===== src/rtl/uart_pkg.sv =====
// Shared UART constants and the receive-buffer entry layout.
// An entry is {error, data}, with the parity bit carried in data[7].
package uart_pkg;
  localparam int UART_DATA_W    = 8;
  localparam int UART_ERR_CNT_W = 8;
  localparam int RXBUF_DEPTH    = 16;

  typedef struct packed {
    logic                   error;
    logic [UART_DATA_W-1:0] data;
  } rx_entry_t;

  localparam int RX_ENTRY_W = $bits(rx_entry_t);
endpackage


===== src/rtl/uart_rx_buffer_if.sv =====
// Bundle between the UART receiver, the receive buffer and the consumer.
// Handshake: a frame is offered by the rising edge of rx_ready. The consumer
// sees the head entry whenever empty=0, and a pop happens on a clock edge with
// rd_en=1 and empty=0. rd_en while empty is ignored.
interface uart_rx_buffer_if
  import uart_pkg::*;
#(
    parameter int DATA_W    = UART_DATA_W,
    parameter int ADDR_W    = $clog2(RXBUF_DEPTH),
    parameter int ERR_CNT_W = UART_ERR_CNT_W
);
    logic [DATA_W-1:0]    rx_data;
    logic                 rx_ready;
    logic                 rx_error;
    logic                 rd_en;
    logic [DATA_W-1:0]    rd_data;
    logic                 rd_error;
    logic                 empty;
    logic                 full;
    logic [ADDR_W:0]      count;
    logic                 overflow;
    logic                 clr_overflow;
    logic [ERR_CNT_W-1:0] err_count;

    modport slave (
        input  rx_data, rx_ready, rx_error, rd_en, clr_overflow,
        output rd_data, rd_error, empty, full, count, overflow, err_count
    );

    modport master (
        output rx_data, rx_ready, rx_error, rd_en, clr_overflow,
        input  rd_data, rd_error, empty, full, count, overflow, err_count
    );
endinterface


===== src/rtl/sync_fifo_fwft.sv =====
// Generic single-clock first-word-fall-through FIFO with occupancy outputs.
// Write requests while full are accepted only if a pop happens on the same edge.
module sync_fifo_fwft #(
    parameter int DEPTH  = 16,
    parameter int ADDR_W = $clog2(DEPTH),
    parameter int WIDTH  = 8
) (
    input  logic              clk,
    input  logic              rst,
    input  logic              wr_en,
    input  logic [WIDTH-1:0]  wr_data,
    input  logic              rd_en,
    output logic [WIDTH-1:0]  rd_data,
    output logic              empty,
    output logic              full,
    output logic [ADDR_W:0]   count
);
    localparam int CNT_W = ADDR_W + 1;

    logic [WIDTH-1:0]  mem_q [DEPTH];
    logic [ADDR_W-1:0] wr_ptr_q, wr_ptr_d;
    logic [ADDR_W-1:0] rd_ptr_q, rd_ptr_d;
    logic [CNT_W-1:0]  count_q, count_d;
    logic              push, pop;

    always_comb begin
        empty    = (count_q == '0);
        full     = (count_q == CNT_W'(DEPTH));
        pop      = rd_en & ~empty;
        push     = wr_en & (~full | pop);
        wr_ptr_d = wr_ptr_q;
        rd_ptr_d = rd_ptr_q;
        count_d  = count_q;
        if (push) wr_ptr_d = wr_ptr_q + ADDR_W'(1);
        if (pop)  rd_ptr_d = rd_ptr_q + ADDR_W'(1);
        case ({push, pop})
            2'b10:   count_d = count_q + CNT_W'(1);
            2'b01:   count_d = count_q - CNT_W'(1);
            default: count_d = count_q;
        endcase
        rd_data = empty ? '0 : mem_q[rd_ptr_q];
        count   = count_q;
    end

    always_ff @(posedge clk) begin
        if (rst) begin
            wr_ptr_q <= '0;
            rd_ptr_q <= '0;
            count_q  <= '0;
        end else begin
            wr_ptr_q <= wr_ptr_d;
            rd_ptr_q <= rd_ptr_d;
            count_q  <= count_d;
        end
    end

    // Storage is deliberately left out of reset; the pointers define validity.
    always_ff @(posedge clk) begin
        if (push) mem_q[wr_ptr_q] <= wr_data;
    end
endmodule


===== src/rtl/uart_rx_buffer.sv =====
// Receive-side buffer: captures a frame on each rising edge of rx_ready, queues
// {error, data} in a FWFT FIFO, and tracks overflow and parity-error counts.
module uart_rx_buffer
  import uart_pkg::*;
#(
    parameter int DEPTH     = RXBUF_DEPTH,
    parameter int ADDR_W    = $clog2(DEPTH),
    parameter int DATA_W    = UART_DATA_W,
    parameter int ERR_CNT_W = UART_ERR_CNT_W
) (
    input  logic             sysclk,
    input  logic             reset,
    uart_rx_buffer_if.slave  bus
);
    logic                 ready_q, ready_d;
    logic                 overflow_q, overflow_d;
    logic [ERR_CNT_W-1:0] err_count_q, err_count_d;
    logic                 cap, pop, drop;
    logic [DATA_W:0]      wr_entry, rd_entry;
    logic                 fifo_empty, fifo_full;
    logic [ADDR_W:0]      fifo_count;

    always_comb begin
        ready_d     = bus.rx_ready;
        cap         = bus.rx_ready & ~ready_q;
        pop         = bus.rd_en & ~fifo_empty;
        drop        = cap & fifo_full & ~pop;
        wr_entry    = {bus.rx_error, bus.rx_data};
        overflow_d  = overflow_q;
        err_count_d = err_count_q;
        // Set beats clear when both land on the same edge.
        if (bus.clr_overflow) overflow_d = 1'b0;
        if (drop)             overflow_d = 1'b1;
        // Dropped frames still count toward parity errors.
        if (cap && bus.rx_error && (err_count_q != '1))
            err_count_d = err_count_q + ERR_CNT_W'(1);
    end

    // ready_q resets high so a level already high at reset release is ignored.
    always_ff @(posedge sysclk) begin
        if (reset) begin
            ready_q     <= 1'b1;
            overflow_q  <= 1'b0;
            err_count_q <= '0;
        end else begin
            ready_q     <= ready_d;
            overflow_q  <= overflow_d;
            err_count_q <= err_count_d;
        end
    end

    sync_fifo_fwft #(
        .DEPTH  (DEPTH),
        .ADDR_W (ADDR_W),
        .WIDTH  (DATA_W + 1)
    ) u_fifo (
        .clk     (sysclk),
        .rst     (reset),
        .wr_en   (cap),
        .wr_data (wr_entry),
        .rd_en   (bus.rd_en),
        .rd_data (rd_entry),
        .empty   (fifo_empty),
        .full    (fifo_full),
        .count   (fifo_count)
    );

    assign bus.rd_data   = rd_entry[DATA_W-1:0];
    assign bus.rd_error  = rd_entry[DATA_W];
    assign bus.empty     = fifo_empty;
    assign bus.full      = fifo_full;
    assign bus.count     = fifo_count;
    assign bus.overflow  = overflow_q;
    assign bus.err_count = err_count_q;
endmodule


===== src/flat_wrapper.sv =====
// flat-port wrapper written by rule: the top's interface ports become plain ports
module uart_rx_buffer_flat import uart_pkg::*;
#(
    parameter int DEPTH     = RXBUF_DEPTH,
    parameter int ADDR_W    = $clog2(DEPTH),
    parameter int DATA_W    = UART_DATA_W,
    parameter int ERR_CNT_W = UART_ERR_CNT_W
)
  (sysclk, reset, bus_rx_data, bus_rx_ready, bus_rx_error, bus_rd_en, bus_clr_overflow, bus_rd_data, bus_rd_error, bus_empty, bus_full, bus_count, bus_overflow, bus_err_count);
  uart_rx_buffer_if #(.DATA_W(DATA_W), .ADDR_W(ADDR_W), .ERR_CNT_W(ERR_CNT_W)) bus_i ();
  input  logic sysclk;
  input  logic reset;
  input wire logic [$bits(bus_i.rx_data)-1:0] bus_rx_data;
  input wire logic [$bits(bus_i.rx_ready)-1:0] bus_rx_ready;
  input wire logic [$bits(bus_i.rx_error)-1:0] bus_rx_error;
  input wire logic [$bits(bus_i.rd_en)-1:0] bus_rd_en;
  input wire logic [$bits(bus_i.clr_overflow)-1:0] bus_clr_overflow;
  output wire logic [$bits(bus_i.rd_data)-1:0] bus_rd_data;
  output wire logic [$bits(bus_i.rd_error)-1:0] bus_rd_error;
  output wire logic [$bits(bus_i.empty)-1:0] bus_empty;
  output wire logic [$bits(bus_i.full)-1:0] bus_full;
  output wire logic [$bits(bus_i.count)-1:0] bus_count;
  output wire logic [$bits(bus_i.overflow)-1:0] bus_overflow;
  output wire logic [$bits(bus_i.err_count)-1:0] bus_err_count;
  assign bus_i.rx_data = bus_rx_data;
  assign bus_i.rx_ready = bus_rx_ready;
  assign bus_i.rx_error = bus_rx_error;
  assign bus_i.rd_en = bus_rd_en;
  assign bus_i.clr_overflow = bus_clr_overflow;
  assign bus_rd_data = bus_i.rd_data;
  assign bus_rd_error = bus_i.rd_error;
  assign bus_empty = bus_i.empty;
  assign bus_full = bus_i.full;
  assign bus_count = bus_i.count;
  assign bus_overflow = bus_i.overflow;
  assign bus_err_count = bus_i.err_count;
  uart_rx_buffer #(.DEPTH(DEPTH), .ADDR_W(ADDR_W), .DATA_W(DATA_W), .ERR_CNT_W(ERR_CNT_W)) u_core (.sysclk(sysclk), .reset(reset), .bus(bus_i));
endmodule

===== config.mk =====
export PLATFORM = sky130hd
export DESIGN_NAME = uart_rx_buffer_flat
export DESIGN_NICKNAME = d
export VERILOG_FILES = /design/src/rtl/uart_pkg.sv /design/src/rtl/uart_rx_buffer_if.sv /design/src/rtl/sync_fifo_fwft.sv /design/src/rtl/uart_rx_buffer.sv /design/src/flat_wrapper.sv
export SDC_FILE = /design/constraint.sdc
export NUM_CORES = 1
export LEC_CHECK = 0
export CAP_MARGIN = 20
export CORE_MARGIN = 4
export CORE_UTILIZATION = 45
export CTS_BUF_LIST = sky130_fd_sc_hd__clkbuf_2
export DETAILED_ROUTE_END_ITERATION = 8
export GPL_ROUTABILITY_DRIVEN = 0
export PLACE_DENSITY_LB_ADDON = 0.08
export SYNTH_ARGS = -nofsm -noshare
export SYNTH_HDL_FRONTEND = slang
export SYNTH_SLANG_ARGS = --single-unit

===== constraint.sdc =====
create_clock -name sysclk -period 3.2 [get_ports sysclk]
set_input_delay 0.64 -clock sysclk [delete_from_list [all_inputs] [get_ports sysclk]]
set_output_delay 0.64 -clock sysclk [all_outputs]
set_load 0.05 [all_outputs]

[Yosys cells after proc, flatten, opt, wreduce, memory -nomap -nowiden]
Memories as Yosys holds them, arrays and structs flattened. A register that Yosys moved wholly into a read port is not among the register bits.
Index checks and enable logic that the tools add are counted.
Storage, ports and cells
  output and inout bits: 25
  memories: 1
  RAM bits: 144
  bits in read-only memories: 0
  input port bits: 14
  latch bits: 0
  flip-flop bits (word level): 23
Memories
  u_core.u_fifo.mem_q: depth 16, width 9, rd ports 1, clocked after memory_dff 1, write ports 1, RTL line sync_fifo_fwft.sv:20  | logic [WIDTH-1:0] mem_q [DEPTH];
Cells by class
  shifts and indexed selects: 0
  mux-type cells: 8
  equal/unequal tests: 4
  $mul: 0
  div/mod/pow operators: 0
  $add $sub $neg: 5
  reduce and logical (&&, ||, !) cells: 5
  magnitude comparators: 0
  bitwise gates (word level): 10
Operator list (count)
  $pmux W5 S2: 1
  $mux W9: 1
  $add A4 B1 Y4 const B: 2
  $add A8 B1 Y8 const B: 1
  $mux W4: 2
  $ne A8 B8 Y1 const B: 1
  $add A5 B1 Y5 const B: 1
  $and A1 B1 Y1: 5
  $eq A5 B5 Y1 const B: 1
  $logic_not A5 Y1: 1
  $sub A5 B1 Y5 const B: 1
  $mux W1: 4
  $not A1 Y1: 4
  $reduce_bool A2 Y1: 2
  $eq A2 B1 Y1 const B: 1
  $eq A2 B2 Y1 const B: 1
  $logic_and A1 B1 Y1: 2
  $or A1 B1 Y1: 1

[Logic depth before layout (Yosys ltp)]
Gate-level depths: netlist (run 1).
  depth after elaboration: 7
  depth in mapped cells: 10

[By module]
From an unflattened synthesis (run 1), not the netlist that was laid out.
Second synthesis, totals
  cell total of the unflattened synthesis: 413
  area total of the unflattened synthesis: 7113.1 µm²
Modules (own cells, without submodules)
  sync_fifo_fwft: seq. area each 4664.5 µm², area each 6571.3 µm², cells an instance 357, instances 1
  uart_rx_buffer: seq. area each 200.2 µm², area each 541.8 µm², cells an instance 56, instances 1

[Worst setup path before layout (run 1)]
No wires, ideal clock.
  path kind: register to output
  start: register u_core.u_fifo.count_q[1], in the netlist u_core.u_fifo.count[1]
  end: output port bus_rd_data[0]
  arrival: 2.664 ns
  cell stages (with the launch flop): 5
  buffers on the path: 1
  slack: -0.104 ns
  path through: dfxtp_1 -> buf_6 -> or4_4 -> nor2_1 -> nor2b_1
Between the ends
  longest elaborated chain between the ends: 2
Ends and longest elaborated chain
  from (decl): RTL line sync_fifo_fwft.sv:23  | logic [CNT_W-1:0] count_q, count_d;
  from (signal assigned): RTL line sync_fifo_fwft.sv:53  | count_q <= count_d;
  $logic_not A5 Y1: RTL line sync_fifo_fwft.sv:27  | empty = (count_q == '0);
  net bus_empty: RTL line flat_wrapper.sv:20  | output wire logic [$bits(bus_i.empty)-1:0] bus_empty;
  $mux W9: RTL line sync_fifo_fwft.sv:41  | rd_data = empty ? '0 : mem_q[rd_ptr_q];
  to (decl): RTL line flat_wrapper.sv:18  | output wire logic [$bits(bus_i.rd_data)-1:0] bus_rd_data;
The timed path passes the listed nets, and every way through them passes these cells.

==> results of run 1 <==
## flip-flops by register name, indices dropped and copies added (netlist names), named ones only
signal	cells
u_core.u_fifo.mem_q	144
u_core.bus.err_count	8
u_core.u_fifo.count	5
u_core.u_fifo.rd_ptr_q	4
u_core.u_fifo.wr_ptr_q	4
u_core.bus.overflow	1
u_core.ready_q	1
## per-stage QoR
stage | hold slack, ns | TNS (ns) | util, % | power [mW]
4_1_cts | 0.490 | -1.88 | 54.1 | 5.99
2_1_floorplan | 0.452 | 0 | - | 4.01
6_report | 0.511 | -0.972 | 54.5 | 6.02
5_1_grt | 0.522 | -2.38 | 54.5 | 6.31
3_3_place_gp | 0.474 | 0 | 51.9 | 4.63
3_5_place_dp | 0.490 | 0 | 51.9 | 4.64
## repair_timing
action,4_1_cts,5_1_grt
cloned,0,1
gates resized for setup,11,7
buffers inserted,1,1
endpoints found under the setup margin,10,9
## cells in the mapped netlist
| master | n |
|---|---|
| edfxtp_1 | 144 |
| mux4_2 | 45 |
| nor2_1 | 37 |
| dfxtp_1 | 27 |
| nor2b_1 | 11 |
| nand2_1 | 10 |
| ha_1 | 8 |
| inv_1 | 8 |
| xnor2_1 | 8 |
| xor2_1 | 7 |
| a21oi_1 | 6 |
| nor3_1 | 6 |
| buf_1 | 5 |
| clkbuf_1 | 5 |
| buf_2 | 4 |
| mux2i_1 | 4 |
| nand4_1 | 4 |
| nand3_1 | 3 |
| o21ai_0 | 3 |
| a32oi_1 | 2 |
| nand2b_1 | 2 |
| o211a_1 | 2 |
| o211ai_1 | 2 |
| or2_2 | 2 |
| or3_2 | 2 |
| a211oi_1 | 1 |
| a21oi_2 | 1 |
| a21oi_4 | 1 |
| a22oi_1 | 1 |
| and3_1 | 1 |
| buf_6 | 1 |
| nand2b_2 | 1 |
| nand3b_1 | 1 |
| nor4_1 | 1 |
| o21ai_4 | 1 |
| o31ai_1 | 1 |
| or3_1 | 1 |
| or4_4 | 1 |
## worst register-to-register path: stages, from the launching register on
cell and delay (ns):
dfxtp_1 0.43, or4_4 0.59, o211a_1 0.33, xor2_1 0.18, ha_1 0.23, or3_2 0.41
a21oi_1 0.15, a32oi_1 0.08, xnor2_1 0.16, nor2_1 0.06
## final timing paths
check | start | to | slack (ns) | cells past startpoint
worst max-delay path | flop | bus_rd_data[7] | -0.12 | 5
worst min-delay path | u_core.u_fifo.rd_ptr_q[3]$_SDFFE_PP0N_ | flop | 0.51 | 2
worst max register to register | u_core.u_fifo.count[1]$_SDFFE_PP0P_ | u_core.u_fifo.count[4]$_SDFFE_PP0P_ | 0.47 | 9
worst min register to register | u_core.u_fifo.rd_ptr_q[3]$_SDFFE_PP0N_ | flop | 0.51 | 2
## kinds of logic (layout without fill, tap and decap cells)
group | after synthesis | in the layout | share of synthesized area, %
xor gates and xnor gates | 15 | 15 | 1.93
AOI/OAI and AO/OA | 21 | 21 | 2.37
adders and majority gates | 8 | 8 | 1.47
buffers and inverters | 23 | 113 | 1.45
DFF | 171 | 171 | 71.4
muxes | 49 | 49 | 15.5
and+or+nand+nor | 83 | 83 | 5.90
## routing by layer
layer | track usage [%] | share of wire (%) | vias to the layer above
met5 | 0 | 0 | -
met4 | 4.78 | 1.6 | 0
met3 | 4.27 | 5.4 | 14
met2 | 27.8 | 49 | 97
met1 | 23.9 | 44 | 1812
li1 | - | - | 1616
## power groups by stage
stage                     clock (mW)  sequential [mW]  combinational [mW]
after floorplan                    0             2.64                1.36
after global placement             0             2.61                2.01
after CTS                       1.31             2.56                2.12
after detailed placement           0             2.61                2.03
final                           1.27             2.56                2.19
after global routing            1.41             2.57                2.33
## final cells by class
cell class | count | area, sq um
multi-input combinational | 176 | 1870
sequential | 171 | 4870
fill | 1205 | 6690
timing repair buffer | 73 | 722
tap | 184 | 230
clock buffer | 17 | 85.1
clock inverter | 15 | 204
inverter | 8 | 30.0
==> reports/metrics.cfg, run 1 <==
[route]
routedWlPerCell_um=21.8
via_count=3539
wl_um=14000
first_pass_iters=4
drt-initial-drc-count=338
drc_errors=0
via_per_inst=5.50
ant_nets=0

[placement]
place_ws_ns=0.290
dp.cells=609
place_area_sq_um=7620
port_buffers=38
hpwlAfterDp_um=8770

[global_route]
grt_use_total_pct=17.3
grt_overflow=0
grt_max_degree=37
grt_first_pass_wirelength_um=21100
antenna_found_initial=0
grt_pass1_vias=3658

[pwr]
p_clk_share_pct=21.2
power_frac_comb_pct=36.3
p_int_mw=4.02
ir_drop_mv=0.516
swShare_pct=33.2
seqPwrFrac_pct=42.5
powerDensity_nw_per_um2=752
p_leak_nw=2.63
power.switching_mw=2.00

[synthesis]
syn_area_per_cell_sq_um=18.4
synth_nets=392
ys_warn_count=0
synth_seq_cells=171
yosysUniqueCellTypes=38
yosysSeqAreaShare_pct=71.4
netlist_area_sq_um=6810
netlist_top_cells_area=edfxtp_1 63%, mux4_2 15%, dfxtp_1 7.9%
synth_top_area_share_pct=63.5
synth_largest_area_cell=edfxtp_1
synth_cells=370

[cts]
hold_buffers=0
clk_latency_ns=0.70
cts_tree=yes
cts_root_buffer=clkbuf_2
cts_sinks=171
clkTransAtPathRegs_ns=0.21
cts_made_buffers=17
clk_path_buf_depth=2
htree_levels=4

[floorplan]
start_util_pct=46.3
ios=39
die_h_um=131
rows=44
fp.dieW_um=131
dieArea_sq_um=17200
core_sq_um=14700

[worst_setup_path]
cp_common_cell=mux4_2
worst-setup-path-type=flop to output pin
path_buf_inv=2
cp_top_family=multiplexers
crit_fanout=8
startpoint_type=flop
path_cells=buf_12 -> mux4_2 -> mux4_2 -> nor2b_1 -> buf_6
worstPathArrival_ns=2.68
slowest_stage=mux4_2
crit_path_max_incr_delay_ns=0.51
cp-end-kind=output pin
crit_required_ns=2.56

[final_layout]
stdcell_area_sq_um=8010
area_growth_pct=17.6
drive_above_1_share_pct=28.5
layout_commonest_cell=edfxtp_1
finalNetCount=469
layout_common_cells=144 x edfxtp_1, 45 x mux4_2, 36 x nor2_1, 31 x buf_4, 27 x clkdlybuf4s50_1
n_antenna_cell=0
finalNonFillerCells=644

[timing]
finalSetupViolations=9
min_period_ns=3.32
max_freq_ghz=0.301
period_share_pct=104
drv_slew=0
max-slew-margin-rel_pct=56.7
rsz0062_at_grt=true
hold_viol=0
skew_ns=0.0308
worst_slack_ns=-0.121
worst_slew_pin_slew_ns=0.644

[outcome]
status=finished, violations left
violations=negative setup slack

[worst_hold_path]
min_path_type=flop to flop

[job]
cap_violations=0

(Power assumes the default switching activity.)
==> run 2: changes to the inputs <==
- GPL_TIMING_DRIVEN: unset -> 0
- RECOVER_POWER: unset -> 50
- SYNTH_HIERARCHICAL: unset -> 1
==> run 2 against run 1 <==
  * The flow still finishes with violations (negative setup slack)
  * Non-clock buffer count grew 7
  * Design area grew 6.8%
  * Synthesized cell count grew 12%
  * Total power shrank 0.30%
  * Largest power group unchanged
==> reports/metrics.cfg, run 2 <==
[placement]
hpwlAfterDp_um=9720
place_ws_ns=-0.554
port_buffers=38
dp.cells=666
place_area_sq_um=7820

[worst_setup_path]
cp-end-kind=output pin
crit_required_ns=2.56
crit_fanout=6
timing.rr.start=u_core/ready_q$_SDFF_PP1_
worst-setup-path-type=flop to output pin
startpoint_type=flop
worstPathArrival_ns=2.58

[synthesis]
synth_largest_area_cell=edfxtp_1
synth_nets=437
synth_cells=413
ys_warn_count=6
netlist_area_sq_um=7110
netlist_top_cells_area=edfxtp_1 61%, mux4_2 11%, dfxtp_1 7.6%
yosys-top-cells-count=144 x edfxtp_1, 36 x mux4_2, 27 x dfxtp_1
yosys_most_used_dff=edfxtp_1
synth_seq_cells=171
synth_top_area_share_pct=60.8
synthArstFlopShare_pct=0
yosysUniqueCellTypes=56
syn_area_per_cell_sq_um=17.2
synth_edf_count=144
yosysSeqAreaShare_pct=68.4
synth_most_common_cell=edfxtp_1

[timing]
worst_slack_ns=-0.0195
hold_viol=0
worst_slew_pin_slew_ns=0.958
max-slew-margin-rel_pct=35.6
rsz0062_at_grt=true
max_freq_ghz=0.311
finalSetupViolations=2
skew_ns=0.0287
min_period_ns=3.22
drv_slew=0
period_share_pct=101

[route]
drc_errors=0
via_count=3970
first_pass_iters=4
ant_nets=0
via_per_inst=5.54
wl_um=15200
drt-initial-drc-count=266
routedWlPerCell_um=21.3

[cts]
clk_path_buf_depth=2
hold_buffers=0
htree_levels=4
cts_root_buffer=clkbuf_2
cts_made_buffers=17
cts_sinks=171
clk_latency_ns=0.70
cts_tree=yes
clkTransAtPathRegs_ns=0.23

[pwr]
ir_drop_mv=0.604
p_leak_nw=2.76
powerDensity_nw_per_um2=702

[final_layout]
layout_common_cells=144 x edfxtp_1, 36 x mux4_2, 24 x dfxtp_1, 21 x buf_4, 18 x clkbuf_2
finalNonFillerCells=716
utilization_pct=55.7
largest_reg_flops=144
stdcell_area_sq_um=8560
multiInputGateArea_sq_um=2230
layout_commonest_cell=edfxtp_1
finalNetCount=515
regMostFlops=u_core/u_fifo/mem_q
area_growth_pct=20.3
drive_above_1_share_pct=29.6
fill_cells=1219
regArea_sq_um=4870

[floorplan]
fp.dieW_um=134
dieArea_sq_um=17900
core_sq_um=15400
start_util_pct=46.3
die_h_um=134
ios=39
rows=45

[job]
cap_violations=0

[global_route]
antenna_found_initial=1
grt_use_total_pct=17.4
grt_pass1_vias=3972
grt_first_pass_wirelength_um=23000
grt_overflow=0
grt_max_degree=19

[worst_hold_path]
hp-start=bus_clr_overflow
min_path_type=input port to flop

[outcome]
violations=negative setup slack
status=finished, violations left

==> run 2: worst max-delay path: stages (launching register included) <==
cell      delay (ns)
dfxtp_2         0.39
buf_12          0.12
buf_8           0.13
mux4_2          0.54
nor2b_4         0.16
a211oi_4        0.26
a211oi_2        0.08
buf_6           0.19
==> run 2: cells by family (layout without fill, tap and decap cells) <==
group / Yosys count / after routing / synth area share (%)
AO/OA/AOI/OAI: 53 / 53 / 6.03
XOR/XNOR: 5 / 5 / 0.616
adder cells (fa/ha/maj): 10 / 10 / 1.86
buffers and inverters: 35 / 126 / 2.13
flip-flops: 171 / 171 / 68.4
multiplexers: 53 / 53 / 13.9
other: 0 / 1 / 0
AND/OR/NAND/NOR: 86 / 86 / 7.02
==> run 2: repair_timing <==
| item | 4_1_cts | 5_1_grt |
|---|---|---|
| cloned | 1 | 2 |
| setup buffers | 5 | 10 |
| pin swaps | 8 | 9 |
| resized for setup | 125 | 23 |
| endpoints found under the setup margin | 11 | 11 |
==> run 2: report_power, final <==
| group | switching, mW | total (mW) | internal (mW) | leakage, nW |
|---|---|---|---|---|
| Sequential | 0.0528 | 2.52 | 2.46 | 1.52 |
| Combinational | 1.23 | 2.16 | 0.924 | 1.08 |
| Clock | 0.733 | 1.33 | 0.597 | 0.167 |
| Total | 2.02 | 6.00 | 3.99 | 2.76 |
==> run 2: per-stage QoR <==
stage	hold WS [ns]	power, mW	setup TNS [ns]
after floorplan	0.507	3.81	0
after global placement	0.475	4.31	-58.74
after detailed placement	0.492	4.34	-31.83
after CTS	0.416	5.86	-0.970
after global routing	0.455	6.28	-1.27
final	0.515	6.00	-0.0221
==> run 2: cell type report <==
class | instances | share of cell area, %
antenna | 1 | 0.0292
buffer | 20 | 2.49
clock buffer | 18 | 1.05
clock inverter | 14 | 2.57
inverter | 14 | 0.614
multi-input combinational | 207 | 26.0
sequential | 171 | 56.9
tap | 211 | 3.09
timing repair buffer | 60 | 7.21
==> run 2: path summary, 6_finish.rpt <==
check / cells after the start / end / slack (ns)
worst min-delay path: 4 / u_core/bus.overflow$_SDFFE_PP0P_ / 0.52
worst min register to register: 2 / u_core/bus.err_count[1]$_SDFFE_PP0P_ / 0.53
worst max-delay path: 7 / bus_rd_error / -0.02
worst max register to register: 9 / u_core/u_fifo/count[4]$_SDFFE_PP0P_ / 0.30
==> run 2: layer usage <==
| layer | up-vias | GRT usage (%) | part of all wire, % | routed length, um |
|---|---|---|---|---|
| li1 | 1813 | - | - | - |
| met1 | 2065 | 24.9 | 47 | 7220 |
| met4 | 0 | 4.29 | 0.78 | 119 |
| met2 | 84 | 27.2 | 48 | 7280 |
| met3 | 8 | 4.00 | 3.9 | 595 |
| met5 | - | 0 | 0 | 0 |
